==> config.mk <==
export PLATFORM = sky130hd
export DESIGN_NAME = cache_line_ctrl
export DESIGN_NICKNAME = d
export VERILOG_FILES = /design/src/rtl/cache_line_ctrl.sv
export SDC_FILE = /design/constraint.sdc
export NUM_CORES = 1
export LEC_CHECK = 0
export BUFFER_PORTS_ARGS = -buffer_cell sky130_fd_sc_hd__buf_2
export CAP_MARGIN = 20
export CORE_AREA = 2 2 206 208
export CTS_CLUSTER_DIAMETER = 120
export CTS_CLUSTER_SIZE = 40
export DETAILED_ROUTE_END_ITERATION = 16
export DIE_AREA = 0 0 208 210
export PLACE_DENSITY = 0.4
export SLEW_MARGIN = 20
export SYNTH_ARGS = -nofsm -noshare
export SYNTH_HDL_FRONTEND = slang
export SYNTH_SLANG_ARGS = --single-unit
==> constraint.sdc <==
create_clock -name clk -period 1.9 [get_ports clk]
set_input_delay 0.57 -clock clk [delete_from_list [all_inputs] [get_ports clk]]
set_output_delay 0.57 -clock clk [all_outputs]
set_load 0.01 [all_outputs]
==> src/rtl/cache_line_ctrl.sv <==
// cache_line_ctrl: refill controller for a small set of cache lines.
//
// When every line reports a miss and every line is ready while a cache request
// is pending, the controller latches the line-aligned miss address. It then
// picks the line with the largest miss counter as the victim. The victim gets a
// one-cycle fill pulse, and a flush pulse if it is dirty. The victim owns the
// shared memory bus until it has dropped and then re-raised its ready flag.
//
// Ports
//   clk, reset_n                 clock, asynchronous active-low reset
//   dcache_rdaddr/wraddr, icache_rdaddr, *_req   cache requests
//   line_miss/dirty/ready        per-line status, bit i = line i
//   line_misscnt                 per-line miss counters, MAXMISSBITS each
//   line_flush/fill              one-cycle registered command pulses
//   line_pause                   per-line stall (1 for every non-owner)
//   new_region                   line-aligned region for the fill (registered)
//   line_mem_addr/in/rdreq/wrreq per-line memory requests
//   line_mem_out_valid           read-data valid routed to the owner only
//   mem_addr/in/rdreq/wrreq      shared memory port (0 when nobody owns it)
//   mem_out_valid, mem_busy      shared memory status
//
// Handshake: there is no back-pressure on commands. A fill or flush pulse is a
// single-cycle strobe. The victim acknowledges it by dropping line_ready and
// later raising it again. Requests seen outside IDLE are ignored; the bus owner
// exists only while the acknowledgement is outstanding.
module cache_line_ctrl #(
  parameter int ADDRBITS    = 32,
  parameter int DATABITS    = 32,
  parameter int LSBBITS     = 7,
  parameter int MAXMISSBITS = 8,
  parameter int NLINES      = 4
) (
  input  logic                          clk,
  input  logic                          reset_n,
  input  logic [ADDRBITS-1:0]           dcache_rdaddr,
  input  logic [ADDRBITS-1:0]           dcache_wraddr,
  input  logic [ADDRBITS-1:0]           icache_rdaddr,
  input  logic                          dcache_rdreq,
  input  logic                          dcache_wrreq,
  input  logic                          icache_rdreq,
  input  logic [NLINES-1:0]             line_miss,
  input  logic [NLINES-1:0]             line_dirty,
  input  logic [NLINES-1:0]             line_ready,
  input  logic [NLINES*MAXMISSBITS-1:0] line_misscnt,
  output logic [NLINES-1:0]             line_flush,
  output logic [NLINES-1:0]             line_fill,
  output logic [NLINES-1:0]             line_pause,
  output logic [ADDRBITS-1:0]           new_region,
  input  logic [NLINES*ADDRBITS-1:0]    line_mem_addr,
  input  logic [NLINES*DATABITS-1:0]    line_mem_in,
  input  logic [NLINES-1:0]             line_mem_rdreq,
  input  logic [NLINES-1:0]             line_mem_wrreq,
  output logic [NLINES-1:0]             line_mem_out_valid,
  output logic [ADDRBITS-1:0]           mem_addr,
  output logic [DATABITS-1:0]           mem_in,
  output logic                          mem_rdreq,
  output logic                          mem_wrreq,
  input  logic                          mem_out_valid,
  input  logic                          mem_busy
);

  localparam int VBITS = (NLINES > 1) ? $clog2(NLINES) : 1;

  typedef enum logic [2:0] {
    IDLE       = 3'd0,
    SELECT     = 3'd1,
    ISSUE      = 3'd2,
    WAIT_DROP  = 3'd3,
    WAIT_READY = 3'd4
  } state_t;

  state_t              state;
  state_t              state_next;
  logic [VBITS-1:0]    victim;
  logic [ADDRBITS-1:0] cap_addr;

  logic                global_miss;
  logic [ADDRBITS-1:0] miss_addr;
  logic [VBITS-1:0]    best_idx;
  logic [MAXMISSBITS-1:0] best_cnt;
  logic [NLINES-1:0]   victim_onehot;
  logic                victim_ready;
  logic                owner_valid;

  assign global_miss = (dcache_rdreq | dcache_wrreq | icache_rdreq) &
                       (&line_miss) & (&line_ready);

  // Writes take priority over reads; the data cache over the instruction cache.
  always_comb begin
    miss_addr = icache_rdaddr;
    if (dcache_wrreq)      miss_addr = dcache_wraddr;
    else if (dcache_rdreq) miss_addr = dcache_rdaddr;
  end

  // Largest miss counter wins. The strict compare keeps ties on the lowest index.
  always_comb begin
    best_idx = '0;
    best_cnt = line_misscnt[0 +: MAXMISSBITS];
    for (int i = 1; i < NLINES; i++) begin
      if (line_misscnt[i*MAXMISSBITS +: MAXMISSBITS] > best_cnt) begin
        best_cnt = line_misscnt[i*MAXMISSBITS +: MAXMISSBITS];
        best_idx = VBITS'(i);
      end
    end
  end

  assign victim_onehot = {{(NLINES-1){1'b0}}, 1'b1} << victim;
  assign victim_ready  = line_ready[victim];
  assign owner_valid   = (state == WAIT_DROP) || (state == WAIT_READY);

  always_ff @(posedge clk or negedge reset_n) begin
    if (!reset_n) state <= IDLE;
    else          state <= state_next;
  end

  always_comb begin
    state_next = state;
    case (state)
      IDLE:       if (global_miss) state_next = SELECT;
      SELECT:     state_next = ISSUE;
      ISSUE:      state_next = WAIT_DROP;
      WAIT_DROP:  if (!victim_ready) state_next = WAIT_READY;
      WAIT_READY: if (victim_ready)  state_next = IDLE;
      default:    state_next = IDLE;
    endcase
  end

  // The command outputs are registered from the ISSUE state. The pulse therefore
  // appears in the cycle after ISSUE, which is the first WAIT_DROP cycle.
  always_ff @(posedge clk or negedge reset_n) begin
    if (!reset_n) begin
      victim     <= '0;
      cap_addr   <= '0;
      line_fill  <= '0;
      line_flush <= '0;
      new_region <= '0;
    end else begin
      if (state == IDLE && global_miss)
        cap_addr <= {miss_addr[ADDRBITS-1:LSBBITS], {LSBBITS{1'b0}}};
      if (state == SELECT)
        victim <= best_idx;
      if (state == ISSUE) begin
        line_fill  <= victim_onehot;
        line_flush <= victim_onehot & line_dirty;
        new_region <= cap_addr;
      end else begin
        line_fill  <= '0;
        line_flush <= '0;
      end
    end
  end

  // Shared-bus routing. Only the victim may reach memory, and only while its
  // refill acknowledgement is outstanding. Every other line is held paused.
  always_comb begin
    mem_addr           = '0;
    mem_in             = '0;
    mem_rdreq          = 1'b0;
    mem_wrreq          = 1'b0;
    line_mem_out_valid = '0;
    line_pause         = '1;
    if (owner_valid) begin
      mem_addr                   = line_mem_addr[victim*ADDRBITS +: ADDRBITS];
      mem_in                     = line_mem_in[victim*DATABITS +: DATABITS];
      mem_rdreq                  = line_mem_rdreq[victim];
      mem_wrreq                  = line_mem_wrreq[victim];
      line_mem_out_valid[victim] = mem_out_valid;
      line_pause[victim]         = mem_busy;
    end
  end

endmodule

==> results of run 1 <==
## metal layers
layer,global-route usage [%],routed length (µm),vias up
met5,0,13,-
met4,3.62,696,2
met3,3.96,2410,25
met2,25.0,17000,285
met1,16.2,12400,3426
li1,-,-,3408
## kinds of logic after synthesis
| family | after synthesis | share of synthesized area (%) |
|---|---|---|
| and+or+nand+nor | 273 | 22.8 |
| AOI/OAI and AO/OA | 100 | 9.95 |
| muxes | 92 | 29.8 |
| buffers and inverters | 68 | 5.58 |
| DFF | 63 | 26.7 |
| adders and majority gates | 24 | 5.09 |
| other | 1 | 0.0636 |
## worst max path at each step
stage                                 from  slack, ps                     to
after floorplan            line_misscnt[2]      -2420  victim[0]$_DFFE_PN0P_
after global placement     line_misscnt[2]      -2720  victim[1]$_DFFE_PN0P_
after detailed placement   line_misscnt[2]      -2810  victim[0]$_DFFE_PN0P_
after CTS                 line_misscnt[11]      -2220  victim[0]$_DFFE_PN0P_
after global routing       line_misscnt[1]      -2380  victim[0]$_DFFE_PN0P_
final                      line_misscnt[5]      -2170  victim[0]$_DFFE_PN0P_
## Yosys cell counts, types with 5 or more instances
| cell | number |
|---|---|
| a21oi_1 | 40 |
| nand2_1 | 111 |
| nor2b_1 | 69 |
| inv_1 | 12 |
| clkbuf_1 | 29 |
| nor3_1 | 5 |
| mux2i_1 | 25 |
| nor3_2 | 6 |
| dfrtp_1 | 63 |
| o21ai_0 | 28 |
| nor2_1 | 41 |
| nand3_1 | 17 |
| buf_2 | 14 |
| ha_1 | 24 |
| o211ai_1 | 8 |
| mux4_2 | 67 |
| nand4_1 | 5 |
| buf_4 | 11 |
| o22ai_1 | 7 |
## power by group
| group | total [W] | internal [W] | switching (W) |
|---|---|---|---|
| clock network | 0.00168 | 0.00102 | 0.000655 |
| logic | 0.00936 | 0.00532 | 0.00404 |
| registers | 0.00171 | 0.00155 | 0.000159 |
## state kept, by name, summed over array words and instances, names as in the netlist
signal      count
cap_addr       25
line_flush      4
line_fill       4
new_region     25
victim          2
state           3
## timing repair
action,CTS,global route
pin swaps,25,20
resized for setup,176,79
endpoints found under the setup margin,79,78
buffers inserted,23,12
gates cloned,9,0
hold buffers,0,0
## per-stage QoR
step           worst slack, ps  area (µm²)  util (%)  hold slack, ps
3_5_place_dp             -2810        9910      23.9             449
3_3_place_gp             -2720        9910      23.9             447
5_1_grt                  -2380       11700      28.2             258
4_1_cts                  -2220       11400      27.6             255
6_report                 -2170       11700      28.2             253
2_1_floorplan            -2420        6230         -             274
## worst max-delay path: cells and delay by family
family          cells  cell delay (ps)
compound gates      9             1460
buf+inv             2              120
fa+ha+maj           3              820
simple gates        6             1280
## final cells by class
type,count,area [µm²]
Antenna cell,1,2.50
Timing Repair Buffer,622,4320
Fill cell,4480,29800
Clock inverter,6,70.1
Multi-Input combinational cell,496,4760
Clock buffer,10,229
Sequential cell,63,1580
Inverter,12,65.1
Tap cell,539,674
==> key figures, run 1 <==
Worst setup path
  – Reg2Reg Capture Point: state[0]$_DFFE_PN0P_
  – Worst EP arrival: approximately 4300 ps
  – Crit Path Max Fanout: 7
  – R2R cell count: 9
  – Worst-path cell chain: buf_2 -> inv_2 -> ha_4 -> nand2_2 -> or3_4 -> and2_4 -> nor3_4 -> a21oi_2 -> ha_1 -> and3_4 -> a221o_1 -> a22oi_4 -> o211ai_1 -> o22ai_1 -> ha_1 -> and4b_1 -> a211oi_4 -> o221ai_1 -> o21ai_1 -> a31oi_1
  – WS Path Type: in2reg
  – Crit-path max cell delay: 420 ps
  – Crit-path most repeated cell: ha_1
  – Worst setup EP type: register
  – Startpoint Class: input port
  – CP required: 2090 ps
  – Critical-path top delay cell: or3_4
  – R2r setup slk: -60 ps
  – Critical R2R Launch: victim[0]$_DFFE_PN0P_

Timing
  – FMAX: approximately 250 MHz
  – Period Utilization, post-route: 214%
  – Slew HR: 66.0%
  – Post-Route Setup TNS: -45930 ps
  – Slew Limit Fails: 0
  – Fin Clk Skew: 6.93 ps
  – Worst setup margin: -2170 ps
  – Setup-failing EPs final: 78
  – Final Hold Violating Endpoints: 0
  – RSZ-0062 raised after global routing: true
  – Worst-Margin Slew: 506 ps
  – Final Critical Period: ~4100 ps

Floorplanning
  – Width of the chip: 208 µm
  – Core box area: 0.0415 mm²
  – Rows: 75
  – I/O pins: roughly 530
  – Die Span Y: 210 µm
  – Starting Density: 14.2%
  – Die area: 0.0437 mm²

Logic synthesis
  – Top-area cell type share of the netlist area: 26.7%
  – Post-synthesis cell area: 0.00590 mm²
  – Avg Cell Area, Syn: 9.50 µm²
  – EDFF count, synth: 0
  – Synth warn: 0
  – Cell taking the most area after synthesis: dfrtp_1
  – Ys flop type: dfrtp_1
  – Synth unique cells: 44
  – Ranking of synthesized cells by area: dfrtp_1 (27%), mux4_2 (26%), nor2b_1 (7.3%)
  – Sequential-to-total area share from yosys stat: 26.7%
  – Mapped Cells: 621
  – #FFs+latches synth: 63
  – Ys async rst share: 100%

Routing
  – DR iter-0 viols: between 300 and 400
  – DRC: 0
  – Detail Route Antenna Nets: 0
  – Via count: 7146
  – Final wirelength: 32.5 mm
  – DR pass1 iterations: 4
  – Via-to-Cell Ratio: 4.09
  – DR WL/cell: 18.6 µm

Clock network
  – Root Buffer: clkbuf_16
  – CTS clock-pin slew for the worst setup and hold paths: around 60 ps
  – Num Clock Sinks: 63
  – CTS Buf Count: 9
  – CTS Buffer Depth: 2
  – CTS tree: built
  – H-tree depth: 3
  – Skew-Pair Late Insertion Delay: 330 ps

Final layout
  – Most common cell after layout, fill and taps aside: buf_2
  – Most frequent cells in the layout: buf_2 (431), nand2_1 (107), buf_4 (82)
  – Non-Filler Instances: 1749
  – Area grow syn2layout: 98.5%
  – Fin nets: 1639
  – Share of layout cells above drive strength 1: 68.2%

Run status
  – Status: complete, but fails checks
  – Failing checks: setup timing

Placement
  – I/O Buffers: 496
  – Final Wtd Congestion: 0.827
  – Dpl hpwl: around 26 mm
  – Inst Count DP: 1699

Global route
  – GRT overflow: 0
  – Gr usage total: 13.9%
  – Largest net degree at the start of global routing: 64
  – Vias in the first global route: 7478
  – Antenna violations before repair: 3
  – First-pass GRT wire length: approximately 46 mm

Power and ir drop
  – VDD IR max: around 0.38 mV
  – Leak Pwr: 5.94 nW
  – Tot Pwr: 0.0127 W
  – Power density over the cells: around 1100 mW/mm²

Run
  – Reported max-cap violation count: 0

Worst hold path
  – Hold crit path type: in2async
No activity file was read; power rests on OpenSTA's default activity.
==> run 2, diff against run 1 <==
--- a/config.mk
+++ b/config.mk
@@ -5,13 +5,14 @@
 export SDC_FILE = /design/constraint.sdc
 export NUM_CORES = 1
 export LEC_CHECK = 0
+export ABC_AREA = 1
 export BUFFER_PORTS_ARGS = -buffer_cell sky130_fd_sc_hd__buf_2
 export CAP_MARGIN = 20
-export CORE_AREA = 2 2 206 208
+export CORE_AREA = 2 2 202 204
 export CTS_CLUSTER_DIAMETER = 120
 export CTS_CLUSTER_SIZE = 40
 export DETAILED_ROUTE_END_ITERATION = 16
-export DIE_AREA = 0 0 208 210
+export DIE_AREA = 0 0 204 206
 export PLACE_DENSITY = 0.4
 export SLEW_MARGIN = 20
 export SYNTH_ARGS = -nofsm -noshare
==> key figures, run 2 <==
Run status
  – Status: complete, but fails checks (unchanged)
  – Failing checks: setup timing (unchanged)

Floorplanning
  – Rows: 74 (was 75)
  – Core box area: 0.0402 mm² (was 0.0415 mm²)
  – Die area: 0.0420 mm² (was 0.0437 mm²)
  – Die Span Y: 206 µm (was 210 µm)
  – Width of the chip: 204 µm (was 208 µm)
  – I/O pins: 525 (unchanged)
  – Starting Density: 13.7% (was 14.2%)

Power and ir drop
  – Tot Pwr: 0.0137 W (was 0.0127 W)
  – Leak Pwr: 5.91 nW (was 5.94 nW)
  – VDD IR max: 0.393 mV (was 0.377 mV)
  – Power density over the cells: 1140 mW/mm² (was 1090 mW/mm²)

Logic synthesis
  – Ys flop type: dfrtp_1 (unchanged)
  – #FFs+latches synth: 63 (unchanged)
  – Synth warn: 0 (unchanged)
  – Most common cell in the netlist: nand2_1 (unchanged)
  – Avg Cell Area, Syn: 7.35 µm² (was 9.50 µm²)
  – Post-synthesis cell area: 0.00550 mm² (was 0.00590 mm²)
  – Top post-synthesis cells by count: nand2_1 (242), a22oi_1 (66), a31oi_1 (66), dfrtp_1 (63), inv_1 (28) (was nand2_1 (111), nor2b_1 (69), mux4_2 (67), dfrtp_1 (63), nor2_1 (41))
  – EDFF count, synth: 0 (unchanged)
  – Ranking of synthesized cells by area: dfrtp_1 (29%), nand2_1 (17%), a22oi_1 (9.0%) (was dfrtp_1 (27%), mux4_2 (26%), nor2b_1 (7.3%))
  – Cell taking the most area after synthesis: dfrtp_1 (unchanged)
  – Top-area cell type share of the netlist area: 28.7% (was 26.7%)
  – Sequential-to-total area share from yosys stat: 28.7% (was 26.7%)
  – Synth unique cells: 35 (was 44)
  – Mapped Cells: 748 (was 621)
  – Ys async rst share: 100% (unchanged)

Timing
  – Fin Clk Skew: 7.73 ps (was 6.93 ps)
  – Final Hold Violating Endpoints: 0 (unchanged)
  – FMAX: 294 MHz (was 246 MHz)
  – Period Utilization, post-route: 179% (was 214%)
  – Setup-failing EPs final: 76 (was 78)
  – RSZ-0062 raised after global routing: true (unchanged)
  – Final Critical Period: 3400 ps (was 4070 ps)
  – Slew Limit Fails: 0 (unchanged)
  – Final Hold Slack: 255 ps (was 253 ps)
  – Worst setup margin: -1500 ps (was -2170 ps)

Worst hold path
  – Hold crit path type: in2async (unchanged)

Placement
  – Dpl hpwl: 26.6 mm (was 26.2 mm)
  – I/O Buffers: 496 (unchanged)
  – Final Wtd Congestion: 0.793 (was 0.827)

Run
  – Reported max-cap violation count: 0 (unchanged)

Global route
  – Vias in the first global route: 8070 (was 7478)
  – First-pass GRT wire length: 48.3 mm (was 45.8 mm)
  – GRT overflow: 0 (unchanged)
  – Antenna violations before repair: 12 (was 3)
  – Gr usage total: 15.4% (was 13.9%)
  – Largest net degree at the start of global routing: 64 (unchanged)

Worst setup path
  – Worst EP arrival: 3610 ps (was 4260 ps)
  – Critical R2R Launch: state[0]$_DFFE_PN0P_ (was victim[0]$_DFFE_PN0P_)
  – Crit path capture: victim[0]$_DFFE_PN0P_ (unchanged)
  – Crit Path Max Fanout: 7 (unchanged)
  – Critical path launch point: line_misscnt[11] (was line_misscnt[5])
  – R2R cell count: 5 (was 9)
  – WS Path Type: in2reg (unchanged)
  – Worst setup EP type: register (unchanged)
  – Crit-path max cell delay: 280 ps (was 420 ps)
  – Startpoint Class: input port (unchanged)
  – R2r setup slk: 260 ps (was -60 ps)
  – Crit-path most repeated cell: nand2_2 (was ha_1)
  – Critical-path top delay cell: ha_4 (was or3_4)
  – CP required: 2120 ps (was 2090 ps)
  – Reg2Reg Capture Point: new_region[7]$_DFFE_PN0P_ (was state[0]$_DFFE_PN0P_)

Final layout
  – Area grow syn2layout: 118% (was 98.5%)
  – Most frequent cells in the layout: buf_2 (463), nand2_1 (216), buf_4 (112) (was buf_2 (431), nand2_1 (107), buf_4 (82))
  – Most common cell after layout, fill and taps aside: buf_2 (unchanged)
  – Fillers: 4402 (was 4480)
  – Share of layout cells above drive strength 1: 65.4% (was 68.2%)
  – Sequential Area: 0.00158 mm² (about the same)
  – Top Registers: cap_addr (25), new_region (25) (unchanged)
  – Layout Utilization: 29.8% (was 28.2%)
  – Multi-input logic area: 0.00460 mm² (was 0.00476 mm²)
  – Fin nets: 1812 (was 1639)

Routing
  – DR pass1 iterations: 5 (was 4)
  – Via-to-Cell Ratio: 4.19 (was 4.09)
  – Final wirelength: 35.7 mm (was 32.5 mm)
  – DRC: 0 (unchanged)
  – DR WL/cell: 18.6 µm (about the same)
  – Detail Route Antenna Nets: 0 (unchanged)
  – Via count: 8047 (was 7146)
  – DR iter-0 viols: 397 (was 376)

Clock network
  – Num Clock Sinks: 63 (unchanged)
  – Root Buffer: clkbuf_16 (unchanged)
  – Skew-Pair Late Insertion Delay: 330 ps (about the same)
  – CTS Buf Count: 9 (unchanged)
  – CTS tree: built (unchanged)
  – CTS Buffer Depth: 2 (unchanged)
  – CTS clock-pin slew for the worst setup and hold paths: 60 ps (about the same)
  – H-tree depth: 3 (unchanged)
-- run 2: cell types whose count changed after synthesis, sizes merged, moves of 28 or more --
| cell | before | now |
|---|---|---|
| nand2 | 112 | 244 |
| nor2b | 69 | 0 |
| mux4 | 67 | 0 |
| a22oi | 1 | 66 |
| a31oi | 3 | 66 |
| a21oi | 40 | 12 |
-- run 2: per-stage QoR --
stage / setup WS (ps) / cell area, µm² / setup TNS (ps) / cells
after global placement: -2040 / 9470 / -17530 / 1827
final: -1500 / 12000 / -41530 / 1920
after CTS: -1430 / 11300 / -48240 / 1897
after floorplan: -1550 / 5670 / -3090 / 754
after detailed placement: -2120 / 9470 / -19430 / 1827
after global routing: -1730 / 12000 / -47660 / 1920
-- run 2: layer usage --
layer | global-route usage, % | share of wire (%) | vias to the layer above
met2 | 26.3 | 49 | 381
met3 | 3.66 | 7.9 | 58
met5 | 0 | 0.13 | -
met4 | 5.59 | 3.1 | 8
li1 | - | - | 3883
met1 | 18.9 | 40 | 3717
-- run 2: cell families (layout without fill, tap and decap cells) --
logic type / Yosys count / after routing / synth area share [%]
simple gates: 319 / 321 / 23.9
compound gates: 199 / 199 / 24.0
buf+inv: 92 / 717 / 8.19
flops: 63 / 63 / 28.7
mux: 50 / 50 / 9.67
fa+ha+maj: 24 / 24 / 5.46
other cells: 1 / 14 / 0.0682
-- run 2: worst max-delay path, delay by kind of cell --
family,cells,cell delay [ps]
AND/OR/NAND/NOR,15,1260
adder cells (fa/ha/maj),3,740
buffers and inverters,5,610
AO/OA/AOI/OAI,3,420
-- run 2: power breakdown --
part	leakage [nW]	switching [W]	internal, W
Sequential	0.863	0.000140	0.00155
Combinational	4.89	0.00524	0.00501
Clock	0.155	0.000584	0.00117
-- run 2: what timing repair did --
item	CTS	global route
setup buffers	42	22
setup endpoints to repair	76	76
pin swaps	72	74
gates cloned	14	6
gates resized for setup	173	120
hold buffers	0	0
-- run 2: worst min path at each step --
stage | endpoint | slack [ps]
3_5_place_dp | cap_addr[27]$_DFFE_PN0P_ | 480
6_report | new_region[21]$_DFFE_PN0P_ | 250
3_3_place_gp | cap_addr[19]$_DFFE_PN0P_ | 470
5_1_grt | cap_addr[16]$_DFFE_PN0P_ | 280
4_1_cts | new_region[16]$_DFFE_PN0P_ | 260
2_1_floorplan | cap_addr[10]$_DFFE_PN0P_ | 270
-- run 2: area by class of cell --
class	count	share of cell area (%)
Clock buffer	11	2.03
Multi-Input combinational cell	601	38.4
Tap cell	532	5.56
Inverter	32	1.21
Sequential cell	63	13.2
Clock inverter	4	0.585
Timing Repair Buffer	670	38.9
Antenna cell	7	0.146
